--- src/rtl/iter_shifter.sv ---
// rtl/iter_shifter.sv - multi-cycle shifter, up to STEP bit positions per clock, start/busy/done handshake
// Optional rotate mode under macro SHIFT_ROTATE_EN (adds the rot port).
module iter_shifter #(
    parameter int WIDTH = 32,
    parameter int SHW   = 5,
    parameter int STEP  = 2
) (
    input  logic             clk,
    input  logic             rst,
    input  logic             start,
    input  logic [WIDTH-1:0] A,
    input  logic [SHW-1:0]   shamt,
    input  logic             dir,
    input  logic             arith,
`ifdef SHIFT_ROTATE_EN
    input  logic             rot,
`endif
    output logic             busy,
    output logic             done,
    output logic [WIDTH-1:0] B
);

    typedef enum logic {IDLE, SHIFT} state_t;

    localparam logic [SHW-1:0] STEP_W = SHW'(STEP);

    state_t           state_q;
    logic [WIDTH-1:0] acc_q, acc_d, b_q;
    logic [SHW-1:0]   cnt_q, cnt_d, k;
    logic             dir_q, arith_q, busy_q, done_q;
`ifdef SHIFT_ROTATE_EN
    logic             rot_q;
    logic [2*WIDTH-1:0] dbl_l, dbl_r;
`endif

    // k never exceeds the remaining count, so cnt reaches exactly zero without wrapping
    always_comb begin
        k     = (cnt_q < STEP_W) ? cnt_q : STEP_W;
        cnt_d = cnt_q - k;
        if (!dir_q)
            acc_d = acc_q << k;
        else if (arith_q)
            acc_d = $unsigned($signed(acc_q) >>> k);
        else
            acc_d = acc_q >> k;
`ifdef SHIFT_ROTATE_EN
        // Shifting a doubled copy gives the rotated word in one half
        dbl_l = {acc_q, acc_q} << k;
        dbl_r = {acc_q, acc_q} >> k;
        if (rot_q)
            acc_d = dir_q ? dbl_r[WIDTH-1:0] : dbl_l[2*WIDTH-1:WIDTH];
`endif
    end

    always_ff @(posedge clk or posedge rst) begin
        if (rst) begin
            state_q <= IDLE;
            acc_q   <= '0;
            cnt_q   <= '0;
            dir_q   <= 1'b0;
            arith_q <= 1'b0;
            busy_q  <= 1'b0;
            done_q  <= 1'b0;
            b_q     <= '0;
`ifdef SHIFT_ROTATE_EN
            rot_q   <= 1'b0;
`endif
        end else begin
            done_q <= 1'b0;
            case (state_q)
                IDLE: begin
                    if (start) begin
                        acc_q   <= A;
                        cnt_q   <= shamt;
                        dir_q   <= dir;
                        arith_q <= arith;
`ifdef SHIFT_ROTATE_EN
                        rot_q   <= rot;
`endif
                        busy_q  <= 1'b1;
                        state_q <= SHIFT;
                    end
                end
                SHIFT: begin
                    if (cnt_q != '0) begin
                        acc_q <= acc_d;
                        cnt_q <= cnt_d;
                    end else begin
                        b_q     <= acc_q;
                        done_q  <= 1'b1;
                        busy_q  <= 1'b0;
                        state_q <= IDLE;
                    end
                end
            endcase
        end
    end

    assign busy = busy_q;
    assign done = done_q;
    assign B    = b_q;

endmodule
--- config.mk ---
export PLATFORM = sky130hd
export DESIGN_NAME = iter_shifter
export DESIGN_NICKNAME = d
export VERILOG_FILES = /design/src/rtl/iter_shifter.sv
export SDC_FILE = /design/constraint.sdc
export NUM_CORES = 1
export LEC_CHECK = 0
export BUFFER_PORTS_ARGS = -buffer_cell sky130_fd_sc_hd__buf_2
export CAP_MARGIN = 10
export CORE_UTILIZATION = 51
export CTS_CLUSTER_SIZE = 40
export DETAILED_ROUTE_END_ITERATION = 7
export HOLD_SLACK_MARGIN = 0.02
export PLACE_DENSITY = 0.83
export SYNTH_ARGS = -nofsm -noshare
export SYNTH_HDL_FRONTEND = slang
export SYNTH_SLANG_ARGS = --single-unit
--- constraint.sdc ---
create_clock -name clk -period 1.95 [get_ports clk]
set_clock_uncertainty 0.05 [all_clocks]
set_input_delay 0.0975 -clock clk [delete_from_list [all_inputs] [get_ports clk]]
set_output_delay 0.0975 -clock clk [all_outputs]
set_load 0.05 [all_outputs]
[Word-level counts from Yosys, hierarchy flattened]
Cells that the tools add are included.
Storage, ports and cells
  register bits: 74
Operators by class
  equal/unequal tests: 3
  reduce and logical (&&, ||, !) cells: 5
  $add $sub $neg: 1
  magnitude comparators: 1
  muxes and demuxes: 17
  bitwise operators: 2
  shift-type cells: 3
Operators by type and width (number)
  2-to-1 mux 32 bit: 4
  case mux 32 bit (2 select lines): 1
  << shifter 32 x 5 -> 32 bit: 1
  right shift 32 x 5 -> 32 bit: 1
  >>> shifter 32 x 5 -> 32 bit: 1
  2-to-1 mux 5 bit: 3
  case mux 5 bit (2 select lines): 1
  AND reduction 2 bit: 4
  2-to-1 mux 1 bit: 6
  less-than comparator 5 x 2 -> 1 bit, second input constant: 1
  nonzero test 5 bit: 1
  subtractor 5 bit: 1
  != test 2 bit, second input constant: 2
  case mux 1 bit (2 select lines): 2
  != test 2 x 1 -> 1 bit, second input constant: 1
  inverter 1 bit: 2

[Logic depth before layout (Yosys ltp)]
  depth in word-level cells: 7
  mapped depth: 10
  depth with buffers taken out: 7

[Worst setup path after synthesis]
No wires, ideal clock.
  path kind: register -> register
  from: reg cnt_q[1]
  to: reg cnt_q[4]
  stages on the path, launching flop included: 10
  library setup time: 0.123 ns
  data arrival time: 1.840 ns
  data required time: 1.777 ns
  clock period less this slack: 2.014 ns
  slack: -0.064 ns
  buffers on the path: 3
  cell sequence: dfrtp_1 -> buf_6 -> or4_4 -> buf_6 -> clkbuf_1 -> nand2b_1 -> ha_1 -> nor2_1 -> o22ai_1 -> a21oi_1
On the way
  longest elaborated chain between the ends: 5
Ends and longest elaborated chain
  start, declared: RTL line 29  | logic [SHW-1:0] cnt_q, cnt_d, k;
  start signal, assigned: RTL line 74  | cnt_q <= shamt;
  start signal, assigned: RTL line 87  | cnt_q <= cnt_d;
  less-than comparator 5 x 2 -> 1 bit: RTL line 38  | k = (cnt_q < STEP_W) ? cnt_q : STEP_W;
  2-to-1 mux 5 bit: RTL line 38
  subtractor 5 bit: RTL line 39  | cnt_d = cnt_q - k;
  2-to-1 mux 5 bit: RTL line 85  | if (cnt_q != '0) begin
  case mux 5 bit (2 select lines): RTL line 70  | case (state_q)
Several ways; a longest one is shown, not always the timed one. The select of a mux whose other input is x is not followed.
A chain may end at the register's enable or synchronous reset.

[Final worst setup path]
  from: reg cnt_q[1]
  to: reg acc_q[19]
On the way
  longest elaborated chain between the ends: 7
Ends and longest elaborated chain
  less-than comparator 5 x 2 -> 1 bit: RTL line 38
  2-to-1 mux 5 bit: RTL line 38
  right shift 32 x 5 -> 32 bit or >>> shifter 32 x 5 -> 32 bit (tied branches): RTL line 45, 43
  2-to-1 mux 32 bit: RTL line 42  | else if (arith_q)
  2-to-1 mux 32 bit: RTL line 40  | if (!dir_q)
  2-to-1 mux 32 bit: RTL line 85
  case mux 32 bit (2 select lines): RTL line 70
  end signal, assigned: RTL line 58  | acc_q <= '0;
  end signal, assigned: RTL line 73  | acc_q <= A;
  end signal, assigned: RTL line 86  | acc_q <= acc_d;
  end, declared: RTL line 28  | logic [WIDTH-1:0] acc_q, acc_d, b_q;
Several ways; a longest one is shown, not always the timed one. The select of a mux whose other input is x is not followed.

==> flow_summary.json <==
{
  "yosys.cell_types.count": 50,
  "synthCells": 455,
  "placed_cells": 625,
  "hold_end": "acc_q[1]$_DFFE_PP0P_",
  "layout_setup_ws_ns": -0.0667,
  "drt-wirelength-per-cell_um": 19.9,
  "die_h_um": 94.5,
  "antenna_cells": 0,
  "slew_viol_final": 0,
  "p_int_w": 0.00639,
  "worstSetupPathType": "reg2reg",
  "nNetsFinal": 610,
  "pwr-share-seq": 0.272,
  "chipWidth_um": 94.5,
  "stdcell_count": 677,
  "min_from": "A[1]",
  "rsz0062_at_grt": "true",
  "setup_viol": 7,
  "initial_core_util": 0.528,
  "drive_gt1_frac": 0.364,
  "grt_pass1_wl_um": 20300,
  "drv_cap": 0,
  "wl_um": 13500,
  "dr.pass1.iters": 5,
  "dr_total_vias": 4339,
  "violations": "setup timing",
  "ant_nets": 0,
  "place_hpwl_um": 8240,
  "crit_required_ns": 2.14,
  "antenna_found_initial": 0,
  "yosys.area.top_type": "dfrtp_1",
  "cts_max_level": 3,
  "row_count": 33,
  "combPwrFrac": 0.610,
  "syn_area_sq_mm": 0.00436,
  "hold_viol": 0,
  "clk_pin_slew_ns": 0.09,
  "cts_buffers": 9,
  "cts_root_buf": "clkbuf_8",
  "power_frac_clock": 0.118,
  "portBuffers": 75,
  "status": "complete, but fails checks",
  "fmax_ghz": 0.496,
  "first_iter_violations": 441,
  "seq_area_frac_synth": 0.425,
  "post-route-period-util": 1.03,
  "ys_ff_latch": 74,
  "io_pins": 76,
  "hold_depth": 3,
  "dieArea_sq_mm": 0.00893,
  "switching_share": 0.484,
  "powerDensity_mw_per_mm2": 2170,
  "grt_start_max_net_pins": 56,
  "synthToLayoutAreaGrowth_pct": 30.9,
  "hold_slack_ns": 0.0160,
  "period_minus_slack_ns": 2.02,
  "design.core.area_sq_mm": 0.00826,
  "vias_per_cell": 6.41,
  "hold_class": "in2reg",
  "worstPathArrival_ns": 2.21,
  "p_total_w": 0.0124,
  "clk_latency_ns": 0.36,
  "tightest_slew_ns": 0.677,
  "clkSinkCount": 74,
  "reg2reg_to": "acc_q[19]$_DFFE_PP0P_",
  "yosysTopAreaCellShare": 0.425,
  "synth_warnings": 0,
  "ir_drop_mv": 1.33,
  "static-leakage-power_nw": 2.44,
  "synth_area_per_cell_sq_um": 9.59,
  "grt_usage": 0.296,
  "max-slew-margin-rel": 0.543,
  "grt_pass1_vias": 4053,
  "crit_path_start_kind": "flop",
  "gp_congestion": 0.888,
  "regToRegStartpoint": "cnt_q[1]$_DFFE_PP0P_",
  "end_kind": "flop",
  "cp_max_fo": 7,
  "drc": 0,
  "timing.reg2reg.setup_slack_ns": -0.07,
  "cts_tree": "done",
  "synth_nets": 498,
  "fin_tns_setup_ns": -0.164,
  "overflow": 0,
  "r2r_cells": 4,
  "synth.area.top_cells": "dfrtp_1 42%, mux2_2 8.5%, mux2i_1 6.0%",
  "p_switching_w": 0.00599,
  "clockBufferDepth": 2
}
-- flip-flops by register name (all words and copies together), names as in the netlist --
signal   count
dir_q        1
state_q      1
acc_q       32
arith_q      1
busy         1
cnt_q        5
done         1
B           32
-- cell type report --
class                      instances  area [sq um]
clock buffer                       9           124
clock inverter                     7           118
fill                             617          2550
inverter                          11          45.0
multi-input combinational        325          2340
sequential                        74          1860
tap                              105           131
timing repair buffer             146          1090
-- layout by cell type (no fill, tap or decap), drive strengths merged, types with 4 or more instances in the layout --
master	instances
buf	121
dfrtp	74
nand2	49
mux2	34
a21oi	30
mux2i	26
dlygate4sd3	22
o21ai	21
nor2	18
o211ai	16
o22ai	16
nand3	15
a31oi	14
clkbuf	12
o21a	11
inv	10
a211oi	10
o32a	9
nor3	7
nor2b	6
a221oi	6
a22oi	5
clkinvlp	4
-- critical path, cell delays in order, from the launching register on --
cell and delay, ns:
dfrtp_1 0.44, buf_4 0.20, o41ai_1 0.67, a21oi_1 0.16, o32a_1 0.38
-- worst max-delay path by stage --
stage	cells past startpoint	slack, ns	start	to
floorplan	7	0.004	cnt_q[2]$_DFFE_PP0P_	acc_q[26]$_DFFE_PP0P_
global placement	5	0.05	cnt_q[2]$_DFFE_PP0P_	acc_q[15]$_DFFE_PP0P_
detailed placement	5	-0.04	cnt_q[2]$_DFFE_PP0P_	acc_q[10]$_DFFE_PP0P_
CTS	5	-0.006	cnt_q[3]$_DFFE_PP0P_	acc_q[10]$_DFFE_PP0P_
global route	5	-0.12	cnt_q[1]$_DFFE_PP0P_	acc_q[25]$_DFFE_PP0P_
finish	4	-0.07	cnt_q[1]$_DFFE_PP0P_	acc_q[19]$_DFFE_PP0P_
-- cell usage after synthesis (all sizes together) --
cell type  count
dfrtp         74
nand2         49
mux2          34
a21oi         30
buf           29
mux2i         26
o21ai         21
nor2          18
clkbuf        17
o211ai        16
o22ai         16
nand3         15
a31oi         14
inv           11
o21a          11
a211oi        10
o32a           9
nor3           7
a221oi         6
nor2b          6
a22oi          5
nand2b         3
or3            3
a21o           2
and3           2
o221a          2
o31ai          2
o41ai          2
or2            2
a221o          1
a2bb2oi        1
a311o          1
a311oi         1
a32o           1
a32oi          1
and2           1
conb           1
ha             1
nor4           1
o32ai          1
or3b           1
or4            1
-- power groups by stage --
stage | Combinational, W | Clock, W | Sequential, W
2_1_floorplan | 0.00426 | 0 | 0.00408
6_report | 0.00755 | 0.00146 | 0.00336
4_1_cts | 0.00698 | 0.00147 | 0.00329
5_1_grt | 0.00807 | 0.00151 | 0.00347
3_3_place_gp | 0.00672 | 0 | 0.00324
3_5_place_dp | 0.00691 | 0 | 0.00328
-- routing by layer --
| layer | up-vias | global-route usage | routed length, um |
|---|---|---|---|
| met2 | 281 | 0.488 | 6450 |
| met5 | - | 0 | 0 |
| met1 | 2072 | 0.399 | 5480 |
| met4 | 0 | 0.0884 | 437 |
| li1 | 1924 | - | - |
| met3 | 62 | 0.0499 | 1130 |
-- timing repair --
action	4_1_cts	5_1_grt
buffers inserted	0	10
hold buffers	21	1
resized for setup	2	21
gates cloned	1	3
pin swaps	1	6
endpoints found under the setup margin	3	53
endpoints found under the hold margin	37	1
-- logic make-up after synthesis --
kind of cell | Yosys count | share of synthesized area
AND/OR/NAND/NOR | 109 | 0.120
multiplexers | 60 | 0.147
flip-flops | 74 | 0.425
adder cells (fa/ha/maj) | 1 | 0.00287
AO/OA/AOI/OAI | 153 | 0.243
other | 1 | 0.000860
buffers and inverters | 57 | 0.0605
-- per-stage QoR --
stage	setup WS, ns	utilization	cell area [sq um]
after floorplan	0.00401	-	4380
after global placement	0.0520	0.604	4990
after detailed placement	-0.0413	0.604	4990
after CTS	-0.00565	0.661	5460
after global routing	-0.120	0.692	5710
final	-0.0667	0.692	5710
(Power assumes the default switching activity.)
